`config.mk`:
```
export PLATFORM = sky130hd
export DESIGN_NAME = sekwencer_obrotow_flat
export DESIGN_NICKNAME = d
export VERILOG_FILES = /design/src/rtl/sekwencer_obrotow_pkg.sv /design/src/rtl/sekwencer_obrotow_if.sv /design/src/rtl/sekwencer_obrotow_dzielnik.sv /design/src/rtl/sekwencer_obrotow.sv /design/src/flat_wrapper.sv
export SDC_FILE = /design/constraint.sdc
export NUM_CORES = 1
export LEC_CHECK = 0
export BUFFER_PORTS_ARGS = -buffer_cell sky130_fd_sc_hd__buf_2
export CAP_MARGIN = 20
export CORE_MARGIN = 5
export CORE_UTILIZATION = 66
export CTS_CLUSTER_SIZE = 8
export DETAILED_ROUTE_END_ITERATION = 16
export GPL_TIMING_DRIVEN = 0
export HOLD_SLACK_MARGIN = 0.03
export PLACE_DENSITY_LB_ADDON = 0.05
export SLEW_MARGIN = 20
export SYNTH_ARGS = -nofsm -noshare
export SYNTH_HDL_FRONTEND = slang
export SYNTH_SLANG_ARGS = --single-unit
export TNS_END_PERCENT = 5
```
`constraint.sdc`:
```
create_clock -name clk -period 3.9 [get_ports clk]
set_input_delay 0.39 -clock clk [delete_from_list [all_inputs] [get_ports clk]]
set_output_delay 0.39 -clock clk [all_outputs]
set_load 0.005 [all_outputs]
```
`src/rtl/sekwencer_obrotow_pkg.sv`:
```
// Shared widths, limits and FSM state type for the speed sequencer.
package sekwencer_pkg;

    localparam int RPM_W         = 7;
    localparam int TAKT_W        = 9;
    localparam int TAKT_MAX      = 511;
    localparam int SKOK_ROZRUCHU = 8;
    localparam int DZIELNA_W     = 16;

    typedef enum logic [1:0] {
        STOP      = 2'd0,
        RAMPA     = 2'd1,
        PRACA     = 2'd2,
        HAMOWANIE = 2'd3
    } stan_t;

    function automatic logic [RPM_W-1:0] krok_ku(input logic [RPM_W-1:0] rpm,
                                                  input logic [RPM_W-1:0] cel);
        return (rpm < cel) ? rpm + RPM_W'(1) : rpm - RPM_W'(1);
    endfunction

endpackage

```
`src/rtl/sekwencer_obrotow_if.sv`:
```
// Control inputs and LED-driver speed outputs of the speed sequencer.
interface sekwencer_obrotow_if;
    import sekwencer_pkg::*;

    logic              start;
    logic [RPM_W-1:0]  zadane_rpm;
    logic [RPM_W-1:0]  rpm;
    logic [TAKT_W-1:0] taktowanie_na_stopien;
    logic              sygnal_zmiany_rpm;
    logic              rozruch;
    logic              zajety;

    modport master (
        output start, zadane_rpm,
        input  rpm, taktowanie_na_stopien, sygnal_zmiany_rpm, rozruch, zajety
    );

    modport slave (
        input  start, zadane_rpm,
        output rpm, taktowanie_na_stopien, sygnal_zmiany_rpm, rozruch, zajety
    );

endinterface

```
`src/rtl/sekwencer_obrotow_dzielnik.sv`:
```
// 16-cycle restoring divider: DZIELNA / dzielnik_i, saturated to TAKT_MAX, 0 for divisor 0.
module dzielnik_taktowania
    import sekwencer_pkg::*;
#(
    parameter logic [DZIELNA_W-1:0] DZIELNA = 16'd480
) (
    input  logic              clk,
    input  logic              rst_n,
    input  logic              start_i,
    input  logic [RPM_W-1:0]  dzielnik_i,
    output logic              gotowy_o,
    output logic              zajety_o,
    output logic [TAKT_W-1:0] wynik_o
);

    logic                 zajety_q;
    logic [3:0]           krok_q;
    logic [RPM_W-1:0]     reszta_q;
    logic [RPM_W-1:0]     dzielnik_q;
    logic [DZIELNA_W-1:0] iloraz_q;

    logic [RPM_W:0]       czesc;
    logic [RPM_W-1:0]     roznica;
    logic                 miesci;
    logic [RPM_W-1:0]     reszta_nast;
    logic [DZIELNA_W-1:0] iloraz_nast;

    always_comb begin
        czesc       = {reszta_q, iloraz_q[DZIELNA_W-1]};
        miesci      = (czesc >= {1'b0, dzielnik_q});
        roznica     = RPM_W'(czesc - {1'b0, dzielnik_q});
        reszta_nast = miesci ? roznica : czesc[RPM_W-1:0];
        iloraz_nast = {iloraz_q[DZIELNA_W-2:0], miesci};
    end

    // The last step's quotient is presented combinationally so the caller can register it on gotowy_o.
    always_comb begin
        gotowy_o = zajety_q && (krok_q == 4'd15);
        if (dzielnik_q == '0)
            wynik_o = '0;
        else if (iloraz_nast[DZIELNA_W-1:TAKT_W] != '0)
            wynik_o = TAKT_W'(TAKT_MAX);
        else
            wynik_o = iloraz_nast[TAKT_W-1:0];
    end

    assign zajety_o = zajety_q;

    always_ff @(posedge clk or negedge rst_n) begin
        if (!rst_n) begin
            zajety_q   <= 1'b0;
            krok_q     <= '0;
            reszta_q   <= '0;
            dzielnik_q <= '0;
            iloraz_q   <= '0;
        end else if (start_i) begin
            zajety_q   <= 1'b1;
            krok_q     <= '0;
            reszta_q   <= '0;
            dzielnik_q <= dzielnik_i;
            iloraz_q   <= DZIELNA;
        end else if (zajety_q) begin
            reszta_q <= reszta_nast;
            iloraz_q <= iloraz_nast;
            krok_q   <= krok_q + 4'd1;
            if (krok_q == 4'd15)
                zajety_q <= 1'b0;
        end
    end

endmodule

```
`src/rtl/sekwencer_obrotow.sv`:
```
// Speed ramp sequencer feeding the LED driver; SEKWENCER_SKOK_ROZRUCHU_EN makes the first step min(8, target).
//   state     | meaning
//   STOP      | motor stopped, rpm = 0
//   RAMPA     | stepping rpm by 1 toward the target
//   PRACA     | holding rpm at the target
//   HAMOWANIE | stepping rpm down to 0
module sekwencer_obrotow
    import sekwencer_pkg::*;
#(
    parameter int                   KROK_TAKTY       = 1000,
    parameter logic [DZIELNA_W-1:0] STALA_TAKTOWANIA = 16'd480
) (
    input  logic                clk,
    input  logic                rst_n,
    sekwencer_obrotow_if.slave  bus
);

    localparam int TIMER_W = $clog2(KROK_TAKTY + 1);

    stan_t              stan_q, stan_d;
    logic [TIMER_W-1:0] timer_q;
    logic [RPM_W-1:0]   rpm_q;
    logic [RPM_W-1:0]   nowe_q, nowe_d;
    logic [RPM_W-1:0]   cel_q, cel_d;
    logic [TAKT_W-1:0]  takt_q;
    logic               strobe_q;
    logic               rozruch_q;

    logic               decyzja;
    logic               jedzie;
    logic               gotowy;
    logic               zajety;
    logic [TAKT_W-1:0]  wynik;

    dzielnik_taktowania #(.DZIELNA(STALA_TAKTOWANIA)) u_dzielnik (
        .clk        (clk),
        .rst_n      (rst_n),
        .start_i    (decyzja),
        .dzielnik_i (nowe_d),
        .gotowy_o   (gotowy),
        .zajety_o   (zajety),
        .wynik_o    (wynik)
    );

    // State only moves on the strobe or while the divider is idle, so inputs act at the next decision.
    always_comb begin
        stan_d  = stan_q;
        nowe_d  = nowe_q;
        cel_d   = cel_q;
        decyzja = 1'b0;
        jedzie  = bus.start && (bus.zadane_rpm != '0);
        if (gotowy) begin
            if (nowe_q == '0)
                stan_d = STOP;
            else if ((stan_q == RAMPA) && (nowe_q == cel_q))
                stan_d = PRACA;
        end else if (!zajety) begin
            unique case (stan_q)
                STOP: begin
                    if (jedzie) begin
                        decyzja = 1'b1;
                        cel_d   = bus.zadane_rpm;
                        stan_d  = RAMPA;
`ifdef SEKWENCER_SKOK_ROZRUCHU_EN
                        nowe_d  = (bus.zadane_rpm < RPM_W'(SKOK_ROZRUCHU)) ?
                                  bus.zadane_rpm : RPM_W'(SKOK_ROZRUCHU);
`else
                        nowe_d  = RPM_W'(1);
`endif
                    end
                end
                RAMPA: begin
                    if (!jedzie)
                        stan_d = HAMOWANIE;
                    else if (bus.zadane_rpm == rpm_q)
                        stan_d = PRACA;
                    else if (timer_q == '0) begin
                        decyzja = 1'b1;
                        nowe_d  = krok_ku(rpm_q, bus.zadane_rpm);
                        cel_d   = bus.zadane_rpm;
                    end
                end
                PRACA: begin
                    if (!jedzie)
                        stan_d = HAMOWANIE;
                    else if (bus.zadane_rpm != rpm_q)
                        stan_d = RAMPA;
                end
                HAMOWANIE: begin
                    if (jedzie)
                        stan_d = RAMPA;
                    else if (timer_q == '0) begin
                        decyzja = 1'b1;
                        nowe_d  = rpm_q - RPM_W'(1);
                        cel_d   = '0;
                    end
                end
                default: stan_d = STOP;
            endcase
        end
    end

    always_ff @(posedge clk or negedge rst_n) begin
        if (!rst_n) begin
            stan_q    <= STOP;
            timer_q   <= '0;
            rpm_q     <= '0;
            nowe_q    <= '0;
            cel_q     <= '0;
            takt_q    <= '0;
            strobe_q  <= 1'b0;
            rozruch_q <= 1'b0;
        end else begin
            stan_q   <= stan_d;
            nowe_q   <= nowe_d;
            cel_q    <= cel_d;
            strobe_q <= gotowy;
            if (gotowy) begin
                rpm_q     <= nowe_q;
                takt_q    <= wynik;
                rozruch_q <= (nowe_q != '0);
                timer_q   <= TIMER_W'(KROK_TAKTY);
            end else if (timer_q != '0) begin
                timer_q <= timer_q - TIMER_W'(1);
            end
        end
    end

    assign bus.rpm                   = rpm_q;
    assign bus.taktowanie_na_stopien = takt_q;
    assign bus.sygnal_zmiany_rpm     = strobe_q;
    assign bus.rozruch               = rozruch_q;
    assign bus.zajety                = zajety;

endmodule

```
`src/flat_wrapper.sv`:
```
// flat-port wrapper written by rule: the top's interface ports become plain ports
module sekwencer_obrotow_flat import sekwencer_pkg::*;
#(
    parameter int                   KROK_TAKTY       = 1000,
    parameter logic [DZIELNA_W-1:0] STALA_TAKTOWANIA = 16'd480
)
  (clk, rst_n, bus_start, bus_zadane_rpm, bus_rpm, bus_taktowanie_na_stopien, bus_sygnal_zmiany_rpm, bus_rozruch, bus_zajety);
  sekwencer_obrotow_if bus_i ();
  input  logic clk;
  input  logic rst_n;
  input wire logic [$bits(bus_i.start)-1:0] bus_start;
  input wire logic [$bits(bus_i.zadane_rpm)-1:0] bus_zadane_rpm;
  output wire logic [$bits(bus_i.rpm)-1:0] bus_rpm;
  output wire logic [$bits(bus_i.taktowanie_na_stopien)-1:0] bus_taktowanie_na_stopien;
  output wire logic [$bits(bus_i.sygnal_zmiany_rpm)-1:0] bus_sygnal_zmiany_rpm;
  output wire logic [$bits(bus_i.rozruch)-1:0] bus_rozruch;
  output wire logic [$bits(bus_i.zajety)-1:0] bus_zajety;
  assign bus_i.start = bus_start;
  assign bus_i.zadane_rpm = bus_zadane_rpm;
  assign bus_rpm = bus_i.rpm;
  assign bus_taktowanie_na_stopien = bus_i.taktowanie_na_stopien;
  assign bus_sygnal_zmiany_rpm = bus_i.sygnal_zmiany_rpm;
  assign bus_rozruch = bus_i.rozruch;
  assign bus_zajety = bus_i.zajety;
  sekwencer_obrotow #(.KROK_TAKTY(KROK_TAKTY), .STALA_TAKTOWANIA(STALA_TAKTOWANIA)) u_core (.clk(clk), .rst_n(rst_n), .bus(bus_i));
endmodule
```
======== After elaboration in Yosys (flattened, before gate mapping) ========
Index checks and enable logic that the tools add are counted.
operators by class
  magnitude comparators ................... 2
  bitwise operators ....................... 2
  mux-type cells .......................... 49
  equality and inequality tests ........... 18
  reduce and logical (&&, ||, !) cells .... 17
  add/sub/neg operators ................... 5
operators by type and width
  operator               number
  $mux 7                 18
  $pmux 7 s3             2
  $mux 16                2
  $reduce_bool 7->1      3
  $mux 10                2
  $mux 2                 9
  $mux 9                 2
  $eq 7x7->1             2
  $logic_not 7->1        2
  $logic_not 10->1       1
  $mux 1                 10
  $reduce_bool 10->1     1
  $sub 10x1->10 const B  1
  $reduce_and 9->1       1
  $ge 8x7->1             1
  $mux 4                 2
  $ne 2x1->1 const B     4
  $ne 4x4->1 const B     2
  $add 7x1->7 const B    1
  $lt 7x7->1             1
  $ne 7x7->1             1
  $sub 7x1->7 const B    1
  $sub 7x7->7            1
  $ne 2x2->1 const B     3
  other kinds (15)       20
storage, ports and cells
  input bits .............................. 10
  bits in registers ....................... 79
  output and inout port bits .............. 19
  word-level logic and storage cells ...... 106

======== Logic depth before layout (Yosys ltp) ========
  word-level depth ........................ 8
  depth in mapped cells ................... 10
  mapped depth without buffers ............ 9

======== By module ========
A second synthesis with hierarchy kept.
second synthesis, totals
  cell total of the unflattened synthesis .. 467
  area, all modules ....................... 4678.2 µm²
modules (own cells, without submodules)
  module               area each (µm²)  instances  cells an instance
  sekwencer_obrotow    2722.6           1          272
  dzielnik_taktowania  1955.6           1          195

======== Worst setup path before layout ========
OpenSTA, ideal clock, no wires.
  kind .................................... in2reg
  start ................................... input bus_zadane_rpm[4]
  end ..................................... register u_core.u_dzielnik.dzielnik_q[1]
  library setup time ...................... 0.125 ns
  data required time ...................... 3.775 ns
  stages .................................. 6
  buffers on the path ..................... 0
  arrival time ............................ 2.374 ns
  slack ................................... 1.401 ns
  cell sequence ........................... or4_1 > o21ai_2 > mux2_2 > o22a_1 > a22o_1 > mux2_2
between the ends
  cells in the longest elaborated chain, start to end .. 8
  elaborated cells on any way between the ends .. 20
  classes of those cells .................. order compare (1); eq/ne (1); mux (16); reduce/logical (2)
ends and longest elaborated chain
  item                  line                              RTL
  start, declared       flat_wrapper.sv:12                input wire logic [$bits(bus_i.zadane_rpm)-1:0] bus_zadane_rpm;
  $lt 7x7->1            sekwencer_obrotow_pkg.sv:19       return (rpm < cel) ? rpm + RPM_W'(1) : rpm - RPM_W'(1);
  $mux 7                sekwencer_obrotow_pkg.sv:19
  $mux 7                sekwencer_obrotow.sv:77           else if (timer_q == '0) begin
  $mux 7                sekwencer_obrotow.sv:75           else if (bus.zadane_rpm == rpm_q)
  $mux 7                sekwencer_obrotow.sv:73           if (!jedzie)
  $pmux 7 s3 *          sekwencer_obrotow.sv:58           unique case (stan_q)
  $mux 7 *              sekwencer_obrotow.sv:57           end else if (!zajety) begin
  $mux 7 *              sekwencer_obrotow.sv:52           if (gotowy) begin
  net u_core.nowe_d[1]  sekwencer_obrotow.sv:23           logic [RPM_W-1:0] nowe_q, nowe_d;
  end signal, assigned  sekwencer_obrotow_dzielnik.sv:60  dzielnik_q <= dzielnik_i;
  end, declared         sekwencer_obrotow_dzielnik.sv:19  logic [RPM_W-1:0] dzielnik_q;
The timed path passes the listed nets; every way through them passes the cells marked *.
A chain may end at the register's enable or synchronous reset.

======== Worst setup path in the final report ========
  start ................................... register u_core.timer_q[0]
  end ..................................... register u_core.u_dzielnik.dzielnik_q[6]
between the ends
  cells in the longest elaborated chain, start to end .. 7
  elaborated cells on any way between the ends .. 16
  classes of those cells .................. mux (15); reduce/logical (1)
ends and longest elaborated chain
  item                                             line                                              RTL
  start, declared                                  sekwencer_obrotow.sv:21                           logic [TIMER_W-1:0] timer_q;
  start signal, assigned                           sekwencer_obrotow.sv:122                          timer_q <= TIMER_W'(KROK_TAKTY);
  start signal, assigned                           sekwencer_obrotow.sv:124                          timer_q <= timer_q - TIMER_W'(1);
  $logic_not 10->1 *                               sekwencer_obrotow.sv:77, sekwencer_obrotow.sv:92
  $mux 7 / $mux 1 (equally long branches)          sekwencer_obrotow.sv:77, sekwencer_obrotow.sv:92
  $mux 7 / $mux 1 (equally long branches)          sekwencer_obrotow.sv:75
  $mux 7 / $mux 1 (equally long branches)          sekwencer_obrotow.sv:73
  $pmux 7 s3 / $pmux 1 s3 (equally long branches)  sekwencer_obrotow.sv:58
  $mux 7 / $mux 1 (equally long branches)          sekwencer_obrotow.sv:57
  $mux 7 / $mux 1 (equally long branches)          sekwencer_obrotow.sv:52
Mark *: on every way between the ends. The rest lies on a longest branch, timed or not.

==> parameters.txt <==
Parameter                              Value

Hold path
  Kind of path behind the tightest hold check    primary input to register
  Min-Delay Startpoint    bus_zadane_rpm[4]
  Instance count along the most critical hold path    3
  Min-Delay Endpoint    u_core.cel_q[4]$_DFFE_PN0P_

Critical path
  Crit. End Element    register
  R2R cell count    8
  Reg-to-reg critical path endpoint    u_core.u_dzielnik.dzielnik_q[6]$_DFFE_PN0P_
  Reg-to-reg startpoint    u_core.timer_q[0]$_DFFE_PN0P_
  Bufs and invs on worst path    2
  Setup slack, reg-to-reg    1.26 ns
  Critical-path cell with the highest stage delay    sky130_fd_sc_hd__or3b_2
  Data arrival time of the critical path    2.91 ns
  Kind of cell with the highest combined delay on the critical path    simple AND/OR/NAND/NOR gates
  Largest stage delay, worst path    0.52 ns
  Startpoint class of the critical path    register
  Critical Path Fanout Max    10
  Required time worst endpoint    4.16 ns
  Path type of the worst setup path    register to register
  Critical path cell sequence    inv_1 -> ha_1 -> or3b_2 -> or4_4 -> a21oi_4 -> and2_4 -> buf_6 -> mux2_4

Timing
  Number of endpoints with negative hold slack in the final report    0
  Clk_skew    0.0156 ns
  Final hold slack    0.305 ns
  Total negative slack    0 ns
  Worst-margin pin slew    0.788 ns
  Setup repair after global routing missed its margin    no
  Pins Over Slew Limit    0
  Post-route minimum period    2.64 ns
  Final cycle utilization of the critical path    67.8%
  Maximum frequency from static timing analysis    378 MHz
  Worst slew margin relative to its limit    46.9%
  Final count of negative-setup-slack endpoints    0

CTS
  Clock latency at the later pin of the worst-skew pair    0.37 ns
  Level count of the clock H-tree    3
  Number of cells upsized or downsized after cts    0
  CTS sink count    79
  # hold bufs at CTS    1
  Setup Fix Bufs, Post-CTS    0
  Clock Tree Buf Depth    2
  Clock Tree Root    sky130_fd_sc_hd__clkbuf_8
  Total clock buffers created by CTS    9
  CTS tree    built
  Worst-path clk slew    0.09 ns

Outcome
  Status    finished clean

Synth
  Dominant register cell in the synthesized netlist    sky130_fd_sc_hd__dfrtp_1
  Netlist area before placement    4470 um^2
  Proportion of register bits with asynchronous set or reset after synthesis    100%
  Most common library cells after synthesis    sky130_fd_sc_hd__nand2_1 (80), sky130_fd_sc_hd__dfrtp_1 (79), sky130_fd_sc_hd__o21ai_0 (41)
  Area fraction of the dominant cell type after synthesis    44.3%
  Cell types occupying the most area after synthesis    sky130_fd_sc_hd__dfrtp_1 (44%), sky130_fd_sc_hd__nand2_1 (6.7%), sky130_fd_sc_hd__ha_1 (6.4%)
  Netlist cell types    64
  Synth warn    0
  Sequential share of the synthesized area    44.3%
  Register bit count reported by yosys    79
  Most repeated cell in the gate-level netlist after synthesis    sky130_fd_sc_hd__nand2_1
  Post-synthesis cell type with the largest combined area    sky130_fd_sc_hd__dfrtp_1
  Syn nets    512
  Post-synthesis area per instance    9.34 um^2
  Number of enable flip-flop cells after synthesis    0
  Number of instances in the synthesized netlist    478

Global routing
  Congestion Overflow GR    0
  Initial antenna violation count    0
  Wire length of the first global-routing pass    17300 um
  Via count of the first global-routing pass    3483
  Largest net degree at the start of global routing    46
  Overall fraction of global-route tracks in use    25.8%

Floorplanning
  Row count    30
  Number of ports placed on the die boundary    29
  Die span in x    92.3 um
  Floorplan core area    6680 um^2
  Height of the die    92.3 um
  Area of the die    8510 um^2
  Initial Util    66.9%

Finish
  Number of filler instances in the final layout    511
  Final layout net count    553
  Non-filler cells in the finished layout    604
  Flip-flop and latch area    1980 um^2
  End-of-flow core utilization    74.5%
  Area added between synthesis and finish    11.4%
  Layout cells sized above 1    13.9%
  Multi-input combinational cell area    2320 um^2
  Number of inserted diodes    0

Place
  Half-perimeter wire length of the detailed placement result    7400 um
  Placed cell count    587
  Global placer's final weighted congestion    0.878
  Port Buf Inserts    28

Route
  Total wire length    10000 um
  Vias    3649
  Residual DRC count    0
  Router iterations before antenna repair    5
  Post-DRT Antenna Nets    0
  Initial detailed-routing violation count    222
  DR vias/cell    6.04
  Wire length per cell after detailed routing    16.6 um

Power
  Power density over the cells    745 nW/um^2
  Peak supply drop    358 uV
  Static Leakage    2.33 nW
  Final Power    3.71 mW

Run
  Max-capacitance violation count    0
## area by class of cell
type,instances,area share [%]
sequential,79,39.7
clock inverter,7,2.09
multi-input combinational,358,46.6
inverter,24,1.81
clock buffer,9,2.49
tap,80,2.01
buffer,17,1.81
timing repair buffer,30,3.47
## flip-flops by register name, summed over array words and instances (netlist names)
signal and flops:
u_core.bus.taktowanie_na_stopien 9, u_core.bus.rozruch 1, u_core.u_dzielnik.reszta_q 7, u_core.stan_q 2, u_core.u_dzielnik.iloraz_q 16, u_core.bus.rpm 7, u_core.cel_q 7, u_core.u_dzielnik.krok_q 4
u_core.nowe_q 7, u_core.u_dzielnik.zajety_o 1, u_core.u_dzielnik.dzielnik_q 7, u_core.timer_q 10, u_core.bus.sygnal_zmiany_rpm 1
## layout by cell type (no fill, tap or decap), drive strengths merged, types with 3 or more instances in the layout
cell / synthesis / layout
a211oi: 4 / 4
a21oi: 23 / 23
a22o: 4 / 4
a31oi: 5 / 5
buf: 6 / 35
clkbuf: 11 / 20
dfrtp: 79 / 79
ha: 23 / 23
inv: 23 / 25
mux2: 4 / 4
mux2i: 9 / 9
nand2: 82 / 82
nand3: 5 / 5
nand3b: 3 / 3
nand4: 4 / 4
nor2: 33 / 33
nor3: 10 / 10
nor4: 5 / 5
o211ai: 5 / 5
o21a: 5 / 5
o21ai: 47 / 47
o21bai: 3 / 3
o2bb2ai: 4 / 4
o31a: 4 / 4
o31ai: 8 / 8
or2: 3 / 3
or3: 6 / 6
or4: 6 / 6
xnor2: 10 / 10
xor2: 14 / 14
## routing by layer
metal / vias to the layer above / GRT usage (%) / part of all wire, % / routed length, um
li1: 1769 / - / - / -
met1: 1747 / 35.6 / 45 / 4530
met2: 113 / 41.2 / 47 / 4740
met3: 20 / 4.43 / 5.4 / 539
met4: 0 / 8.79 / 2.2 / 221
met5: - / 0 / 0 / 0
## power breakdown
part / internal, mW / switching (mW) / leakage (nW)
Sequential: 1.12 / 0.241 / 0.957
Combinational: 0.712 / 0.928 / 1.26
Clock: 0.368 / 0.333 / 0.108
## worst reg2reg max path, delay by kind of cell, from the launching register on
family	cells	cell delay (ns)
buf+inv	2	0.24
flops	1	0.39
simple gates	3	1.19
compound gates	1	0.24
mux	1	0.30
fa+ha+maj	1	0.20
## worst max path at each step
stage | cells after the start | endpoint | start | slack, ns
after global routing | 9 | u_core.u_dzielnik.reszta_q[2]$_DFFE_PN0P_ | u_core.u_dzielnik.dzielnik_q[0]$_DFFE_PN0P_ | 1.06
after floorplan | 6 | u_core.u_dzielnik.dzielnik_q[1]$_DFFE_PN0P_ | bus_zadane_rpm[4] | 1.40
after detailed placement | 7 | u_core.u_dzielnik.dzielnik_q[1]$_DFFE_PN0P_ | bus_zadane_rpm[4] | 1.08
final | 8 | u_core.u_dzielnik.dzielnik_q[6]$_DFFE_PN0P_ | u_core.timer_q[0]$_DFFE_PN0P_ | 1.26
after CTS | 8 | u_core.u_dzielnik.dzielnik_q[6]$_DFFE_PN0P_ | u_core.timer_q[0]$_DFFE_PN0P_ | 1.24
after global placement | 7 | u_core.u_dzielnik.dzielnik_q[1]$_DFFE_PN0P_ | bus_zadane_rpm[4] | 1.09
## logic make-up after synthesis
group | count (synthesis) | synth area share [%]
AOI/OAI and AO/OA | 126 | 18.6
adders and majority gates | 24 | 6.89
xor gates and xnor gates | 24 | 4.71
muxes | 13 | 3.11
and+or+nand+nor | 171 | 18.4
buffers and inverters | 41 | 4.03
DFF | 79 | 44.3
## stage by stage
step | setup slack (ns) | instance area, um^2
floorplan | 1.40 | 4470
global placement | 1.09 | 4710
detailed placement | 1.08 | 4740
CTS | 1.24 | 4970
global route | 1.06 | 4970
finish | 1.26 | 4970
Note: power is estimated with default switching activity, not from simulation.
